File: src/rtl/router_pkg.sv
// rtl/router_pkg.sv - shared state encoding and header layout for the router rx client
package router_pkg;

  typedef enum logic [2:0] {
    ST_IDLE,
    ST_DELAY,
    ST_HDR_RD,
    ST_HDR_CAP,
    ST_PAYLOAD,
    ST_PAR_RD,
    ST_PAR_CAP,
    ST_CHECK
  } rx_state_t;

  localparam int HDR_ADDR_LSB = 0;
  localparam int HDR_ADDR_W   = 2;
  localparam int HDR_LEN_LSB  = 2;
  localparam int HDR_LEN_W    = 6;
  localparam int MAX_LEN      = 63;
  localparam int TIMEOUT      = 30;

endpackage

File: src/rtl/router_parity_acc.sv
// rtl/router_parity_acc.sv - running XOR of bytes seen in one packet
module router_parity_acc #(
  parameter int DATA_W = 8
) (
  input  logic              clock,
  input  logic              resetn,
  input  logic              clear,
  input  logic              enable,
  input  logic [DATA_W-1:0] din,
  output logic [DATA_W-1:0] parity
);

  // clear wins over enable so a new packet always starts from zero
  always_ff @(posedge clock) begin
    if (!resetn || clear) begin
      parity <= '0;
    end else if (enable) begin
      parity <= parity ^ din;
    end
  end

endmodule

File: src/rtl/router_rx_client.sv
// rtl/router_rx_client.sv - drains one router output port and streams packet payload downstream
module router_rx_client
  import router_pkg::*;
#(
  parameter int START_DELAY = 2,
  parameter int DATA_W      = 8
) (
  input  logic                  clock,
  input  logic                  resetn,
  input  logic                  vld_out,
  input  logic [DATA_W-1:0]     data_out,
  input  logic                  soft_reset,
  input  logic                  rx_ready,
  output logic                  read_en,
  output logic [DATA_W-1:0]     rx_data,
  output logic                  rx_valid,
  output logic [HDR_ADDR_W-1:0] pkt_addr,
  output logic [HDR_LEN_W-1:0]  pkt_len,
  output logic                  pkt_done,
  output logic                  parity_err,
  output logic                  pkt_abort,
  output logic                  busy
);

  // DELAY lasts START_DELAY cycles: the counter runs 0 .. START_DELAY-1
  localparam logic [4:0] DELAY_LAST = (START_DELAY > 0) ? 5'(START_DELAY - 1) : 5'd0;

  rx_state_t             state;
  logic [4:0]            delay_cnt;
  logic [HDR_LEN_W-1:0]  issue_cnt;
  logic                  rx_valid_q;
  logic [DATA_W-1:0]     run_parity;

  // read strobe from registered state: header/parity need data only, payload also needs downstream space
  always_comb begin
    read_en = 1'b0;
    case (state)
      ST_HDR_RD,
      ST_PAR_RD:  read_en = vld_out;
      ST_PAYLOAD: read_en = vld_out & rx_ready;
      default:    read_en = 1'b0;
    endcase
  end

  assign busy     = (state != ST_IDLE);
  assign rx_valid = rx_valid_q;
  // router data is valid the cycle after the read, which is exactly the cycle rx_valid is up
  assign rx_data  = rx_valid_q ? data_out : '0;

  // header and every delivered payload byte fold into the running parity
  router_parity_acc #(
    .DATA_W (DATA_W)
  ) u_parity (
    .clock  (clock),
    .resetn (resetn),
    .clear  (state == ST_IDLE),
    .enable ((state == ST_HDR_CAP) | rx_valid_q),
    .din    (data_out),
    .parity (run_parity)
  );

  // packet sequencing FSM with registered header fields and one-cycle status pulses
  always_ff @(posedge clock) begin
    if (!resetn) begin
      state      <= ST_IDLE;
      delay_cnt  <= '0;
      issue_cnt  <= '0;
      rx_valid_q <= 1'b0;
      pkt_addr   <= '0;
      pkt_len    <= '0;
      pkt_done   <= 1'b0;
      parity_err <= 1'b0;
      pkt_abort  <= 1'b0;
    end else begin
      pkt_done   <= 1'b0;
      parity_err <= 1'b0;
      pkt_abort  <= 1'b0;
      rx_valid_q <= 1'b0;
      if (soft_reset && (state != ST_IDLE)) begin
        // flush: abandon the packet and drop any byte whose read was issued this cycle
        state     <= ST_IDLE;
        pkt_abort <= 1'b1;
        delay_cnt <= '0;
        issue_cnt <= '0;
      end else begin
        case (state)
          ST_IDLE: begin
            if (vld_out) begin
              delay_cnt <= '0;
              state     <= (START_DELAY == 0) ? ST_HDR_RD : ST_DELAY;
            end
          end
          ST_DELAY: begin
            if (delay_cnt == DELAY_LAST) begin
              state <= ST_HDR_RD;
            end else begin
              delay_cnt <= delay_cnt + 5'd1;
            end
          end
          ST_HDR_RD: begin
            if (read_en) state <= ST_HDR_CAP;
          end
          ST_HDR_CAP: begin
            pkt_addr  <= data_out[HDR_ADDR_LSB +: HDR_ADDR_W];
            pkt_len   <= data_out[HDR_LEN_LSB +: HDR_LEN_W];
            issue_cnt <= '0;
            state     <= (data_out[HDR_LEN_LSB +: HDR_LEN_W] != '0) ? ST_PAYLOAD : ST_PAR_RD;
          end
          ST_PAYLOAD: begin
            if (read_en) begin
              rx_valid_q <= 1'b1;
              if (issue_cnt == pkt_len - 6'd1) begin
                state <= ST_PAR_RD;
              end else begin
                issue_cnt <= issue_cnt + 6'd1;
              end
            end
          end
          ST_PAR_RD: begin
            if (read_en) state <= ST_PAR_CAP;
          end
          ST_PAR_CAP: begin
            pkt_done   <= 1'b1;
            parity_err <= (data_out != run_parity);
            state      <= ST_CHECK;
          end
          ST_CHECK: begin
            state <= ST_IDLE;
          end
          default: state <= ST_IDLE;
        endcase
      end
    end
  end

endmodule

File: config.mk
export PLATFORM = sky130hd
export DESIGN_NAME = router_rx_client
export DESIGN_NICKNAME = d
export VERILOG_FILES = /design/src/rtl/router_pkg.sv /design/src/rtl/router_parity_acc.sv /design/src/rtl/router_rx_client.sv
export SDC_FILE = /design/constraint.sdc
export NUM_CORES = 1
export LEC_CHECK = 0
export BUFFER_PORTS_ARGS = -buffer_cell sky130_fd_sc_hd__buf_2
export CAP_MARGIN = 20
export CORE_MARGIN = 3
export CORE_UTILIZATION = 45
export DETAILED_ROUTE_END_ITERATION = 6
export PLACE_DENSITY = 0.63
export SLEW_MARGIN = 20
export SYNTH_ARGS = -nofsm -noshare
export SYNTH_HDL_FRONTEND = slang
export SYNTH_HIERARCHICAL = 1
export SYNTH_SLANG_ARGS = --single-unit
File: constraint.sdc
create_clock -name clock -period 4.7 [get_ports clock]
set_input_delay 0.47 -clock clock [delete_from_list [all_inputs] [get_ports clock]]
set_output_delay 0.47 -clock clock [all_outputs]
set_load 0.005 [all_outputs]
## After elaboration in Yosys (flattened, before gate mapping)

Cells that the tools add are included.

| word-level totals | value |
|---|---|
| flip-flop bits (word level) | 34 |
| input bits | 13 |
| output and inout port bits | 22 |

| cells by class | value |
|---|---|
| add/sub/neg operators | 3 |
| equal/unequal tests | 18 |
| mux-type cells | 19 |
| bitwise operators | 7 |
| reductions and logical operators | 16 |

Operators by type and width:

| cell | number |
|---|---|
| $pmux W3 S8 | 1 |
| $mux W3 | 6 |
| $ne A2 B2 Y1 const B | 8 |
| $eq A3 B3 Y1 const B | 4 |
| $mux W6 | 2 |
| $pmux W6 S2 | 1 |
| $mux W5 | 2 |
| $pmux W5 S2 | 1 |
| $mux W8 | 1 |
| $ne A8 B8 Y1 | 1 |
| $xor A8 B8 Y8 | 1 |
| $add A6 B1 Y6 const B | 1 |
| $eq A3 B2 Y1 const B | 2 |
| $eq A6 B6 Y1 | 1 |
| $reduce_and A3 Y1 | 2 |
| $reduce_and A6 Y1 | 1 |
| $reduce_bool A6 Y1 | 1 |
| $reduce_or A3 Y1 | 2 |
| $sub A6 B1 Y6 const B | 1 |
| $add A5 B1 Y5 const B | 1 |
| $eq A5 B1 Y1 const B | 1 |
| $mux W1 | 4 |
| $not A1 Y1 | 4 |
| $reduce_bool A2 Y1 | 2 |
| 11 further kinds | 12 |

## Longest topological paths before layout

| logic depth | value |
|---|---|
| depth in word-level cells | 5 |
| gate-level depth with buffers | 9 |

## Modules after synthesis

Netlist, hierarchy kept.

By module, submodules not included:

| module | times used | cells each | area each (µm²) |
|---|---|---|---|
| router_rx_client | 1 | 178 | 1556.5 |
| router_parity_acc | 1 | 36 | 384.1 |

## Worst setup path before layout

Ideal clock, no wire load.

| path | value |
|---|---|
| path type | register -> register |
| start | register pkt_len[0] |
| end | register issue_cnt[4] |
| setup time | 0.116 ns |
| arrival time | 1.951 ns |
| required time | 4.584 ns |
| setup slack | 2.633 ns |
| cell stages (with the launch flop) | 8 |
| buffers on the path | 0 |
| clock period less this slack | 2.067 ns |
| cells stage by stage | dfxtp_1 inv_1 ha_1 or3b_2 a211oi_1 nand4_1 o211a_1 a31o_2 |

| on the way | value |
|---|---|
| longest elaborated chain between the ends | 4 |

RTL lines:

| what | RTL line | source |
|---|---|---|
| start, declared | router_rx_client.sv:18 | `output logic [HDR_LEN_W-1:0] pkt_len,` |
| start signal, assigned | router_rx_client.sv:105 | `pkt_len <= data_out[HDR_LEN_LSB +: HDR_LEN_W];` |
| $sub A6 B1 Y6 | router_rx_client.sv:112 | `if (issue_cnt == pkt_len - 6'd1) begin` |
| $eq A6 B6 Y1 | router_rx_client.sv:112 |  |
| $ne A2 B2 Y1 (no source line) | - |  |
| $reduce_and A3 Y1 (no source line) | - |  |
| end signal, assigned | router_rx_client.sv:115 | `issue_cnt <= issue_cnt + 6'd1;` |
| end, declared | router_rx_client.sv:30 | `logic [HDR_LEN_W-1:0] issue_cnt;` |

Every way passes these cells.
A chain may end at the register's enable or synchronous reset.

## Worst setup path in the final report

Ends and elaborated chain as after synthesis.

==> flow_metrics.tcl <==
set metrics [dict create \
    top_layer "met4" \
    grt_pass1_vias 1463 \
    skew_ns 0.00396 \
    period_needed_ns 2.23 \
    postSynth.asyncResetShare 0 \
    ant_nets 0 \
    cts_made_buffers 5 \
    end_kind "flop" \
    stdcell_count 299 \
    reg2reg_depth 7 \
    final_max_slew_viol_count 0 \
    cts_tree "done" \
    path_clk_slew_ns 0.07 \
    dp.cells 291 \
    io_buffers 34 \
    synthXorXnorAreaFrac 0.0903 \
    clock_latency_ns 0.28 \
    synth_adder_area_share 0.0516 \
    arrival_ns 2.41 \
    rr_startpoint "pkt_len[0]$_SDFFE_PN0P_" \
    initial_core_util 0.475 \
    drive_gt1_frac 0.233 \
    fp.dieArea_um2 5140 \
    area_delta_synth_final_pct 14.0 \
    nNetsFinal 269 \
    wl_met2_mm 1.89 \
    leakage_nw 0.936 \
    core_um2 4090 \
    hold_depth 2 \
    peakVddDrop_v 0.000209 \
    rows 23 \
    seq_area_frac_synth 0.351 \
    holdWs_ns 0.457 \
    gr-usage-all-layers 0.171 \
    grt_pass1_wl_mm 6.91 \
    maxCapViolations 0 \
    multi_input_area_um2 1180 \
    synth_top_family_by_area "simple AND/OR/NAND/NOR gates" \
    r2r-end "issue_cnt[4]$_SDFFE_PP0P_" \
    hold_class "in2reg" \
    vias 1575 \
    final_cell_mix "34 x dfxtp_1, 34 x buf_2, 16 x a21oi_1, 14 x xor2_1, 13 x nor2_1" \
    setup-tns-final_ns 0 \
    via_per_inst 5.27 \
    r2r_slack_ns 2.47 \
    drt_wl_total_mm 4.00 \
    cts_buffer_depth 2 \
    syn-instance-count 214 \
    met1Wirelength_mm 1.94 \
    hpwlAfterDp_mm 3.01 \
    clock-sinks 34 \
    hold_end "pkt_abort$_SDFF_PN0_" \
    wl_met3_um 120 \
    rsz0062_at_grt "false" \
    antenna_found_initial 0 \
    wl_per_cell_um 13.4 \
    yosysWarnings 6 \
    dr.pass1.iters 4 \
    synth_cell_types 47 \
    synth.avg_cell_area_um2 9.07 \
    finalHoldViolations 0 \
    synth_edf_count 0 \
    netlist_area_um2 1940 \
    worstPathRequired_ns 4.88 \
    grt_overflow 0 \
    regArea_um2 681 \
    clockRootBuffer "clkbuf_8" \
    p_per_area_nw_per_um2 382 \
    synth_nets 235 \
    drt_iter0_drc 88 \
    ys.flop_type "dfxtp_1" \
    cp-start-kind "flop" \
    slew_headroom 0.550 \
    dieWidth_um 71.7 \
    critical_path_class "reg2reg" \
    synthMuxAreaShare 0.0413 \
    num_antenna_cells 0 \
    ys_ff_latch 34 \
    synth-compound-area-share 0.173 \
    fill_cells 390 \
    cts_hold_repair.buffers 0 \
    route.detailed.drc 0 \
    ioPinCount 35 \
    min_period_over_period 0.474 \
    clock.fmax_mhz 449 \
    post-cts-setup-buffer-count 0 \
    hold_path_startpoint "soft_reset" \
    critical_path_peak_fanout 4 \
    globalplace.congestion 0.822 \
    synthSimpleGateAreaFrac 0.250 \
    status "complete, no violations" \
    fp.dieH_um 71.7 \
    tightest_slew_ns 0.669 \
    cts-htree-levels 2 \
    cts_resized 0 \
    grt_max_degree 17 \
    finalSetupViolCount 0 \
]
-- sequential cells by signal, summed over array words and instances (netlist names) --
signal	count
delay_cnt	5
issue_cnt	6
parity_err	1
pkt_abort	1
pkt_addr	2
pkt_done	1
pkt_len	6
rx_valid	1
state	3
u_parity/parity	8
-- cell families (layout without fill, tap and decap cells) --
kind of cell / count (synthesis) / in the layout
xor+xnor: 20 / 20
mux: 8 / 8
simple gates: 82 / 82
fa+ha+maj: 8 / 8
buf+inv: 15 / 50
flops: 34 / 34
compound gates: 47 / 47
-- where the power goes --
group / switching [mW] / internal [mW] / total, mW
Sequential: 0.0239 / 0.312 / 0.336
Clock: 0.106 / 0.118 / 0.224
Combinational: 0.171 / 0.115 / 0.286
Total: 0.301 / 0.545 / 0.846
-- through the flow --
stage / setup WS, ns / total power, mW / cell area, µm² / utilization
finish: 2.47 / 0.846 / 2210 / 0.541
global route: 2.34 / 0.915 / 2210 / 0.541
CTS: 2.48 / 0.856 / 2210 / 0.541
detailed placement: 2.49 / 0.628 / 2120 / 0.519
global placement: 2.57 / 0.630 / 2120 / 0.519
floorplan: 2.63 / 0.569 / 1940 / -
-- metal layers --
| metal | up-vias | global-route usage |
|---|---|---|
| met3 | 6 | 0.0393 |
| met1 | 731 | 0.228 |
| met2 | 19 | 0.268 |
| li1 | 819 | - |
| met4 | 0 | 0.0668 |
| met5 | - | 0 |
-- worst max-delay path, stage by stage, from the launching register on --
cell and delay, ns:
dfxtp_1 0.34, inv_1 0.09, ha_1 0.21, or3b_2 0.45, a211oi_1 0.30, nand4_1 0.19, o211a_1 0.31, a31o_2 0.24
-- cell usage after synthesis, types with 3 or more instances --
cell | number | share of area
dfxtp_1 | 34 | 0.35
a21oi_2 | 3 | 0.014
nand3_1 | 4 | 0.010
nor4_1 | 3 | 0.0097
a211oi_1 | 3 | 0.012
nand2b_1 | 4 | 0.013
xor2_1 | 14 | 0.063
clkbuf_1 | 4 | 0.0077
a21bo_2 | 6 | 0.031
and2_1 | 9 | 0.029
mux2i_1 | 8 | 0.041
nand2_1 | 8 | 0.015
nand4_1 | 3 | 0.0097
nor2b_1 | 9 | 0.029
ha_1 | 8 | 0.052
xnor2_1 | 6 | 0.027
nand3b_1 | 10 | 0.039
inv_1 | 8 | 0.015
a21oi_1 | 16 | 0.041
nor3_1 | 4 | 0.010
o21ai_0 | 5 | 0.013
nor2_1 | 13 | 0.025
-- final cells by class --
class / instances / share of cell area
Multi-Input combinational cell: 165 / 0.532
Clock inverter: 1 / 0.00226
Clock buffer: 7 / 0.0390
Tap cell: 50 / 0.0283
Sequential cell: 34 / 0.308
Timing Repair Buffer: 34 / 0.0769
Inverter: 8 / 0.0136
-- worst max-delay path by stage --
stage,startpoint,slack [ns],to
2_1_floorplan,pkt_len[0]$_SDFFE_PN0P_,2.63,issue_cnt[4]$_SDFFE_PP0P_
3_3_place_gp,pkt_len[0]$_SDFFE_PN0P_,2.57,issue_cnt[4]$_SDFFE_PP0P_
3_5_place_dp,pkt_len[0]$_SDFFE_PN0P_,2.49,issue_cnt[4]$_SDFFE_PP0P_
4_1_cts,pkt_len[0]$_SDFFE_PN0P_,2.48,issue_cnt[4]$_SDFFE_PP0P_
5_1_grt,state[1]$_SDFFE_PP0P_,2.34,delay_cnt[4]$_SDFFE_PP0P_
6_report,pkt_len[0]$_SDFFE_PN0P_,2.47,issue_cnt[4]$_SDFFE_PP0P_
No activity file was read; power rests on OpenSTA's default activity.
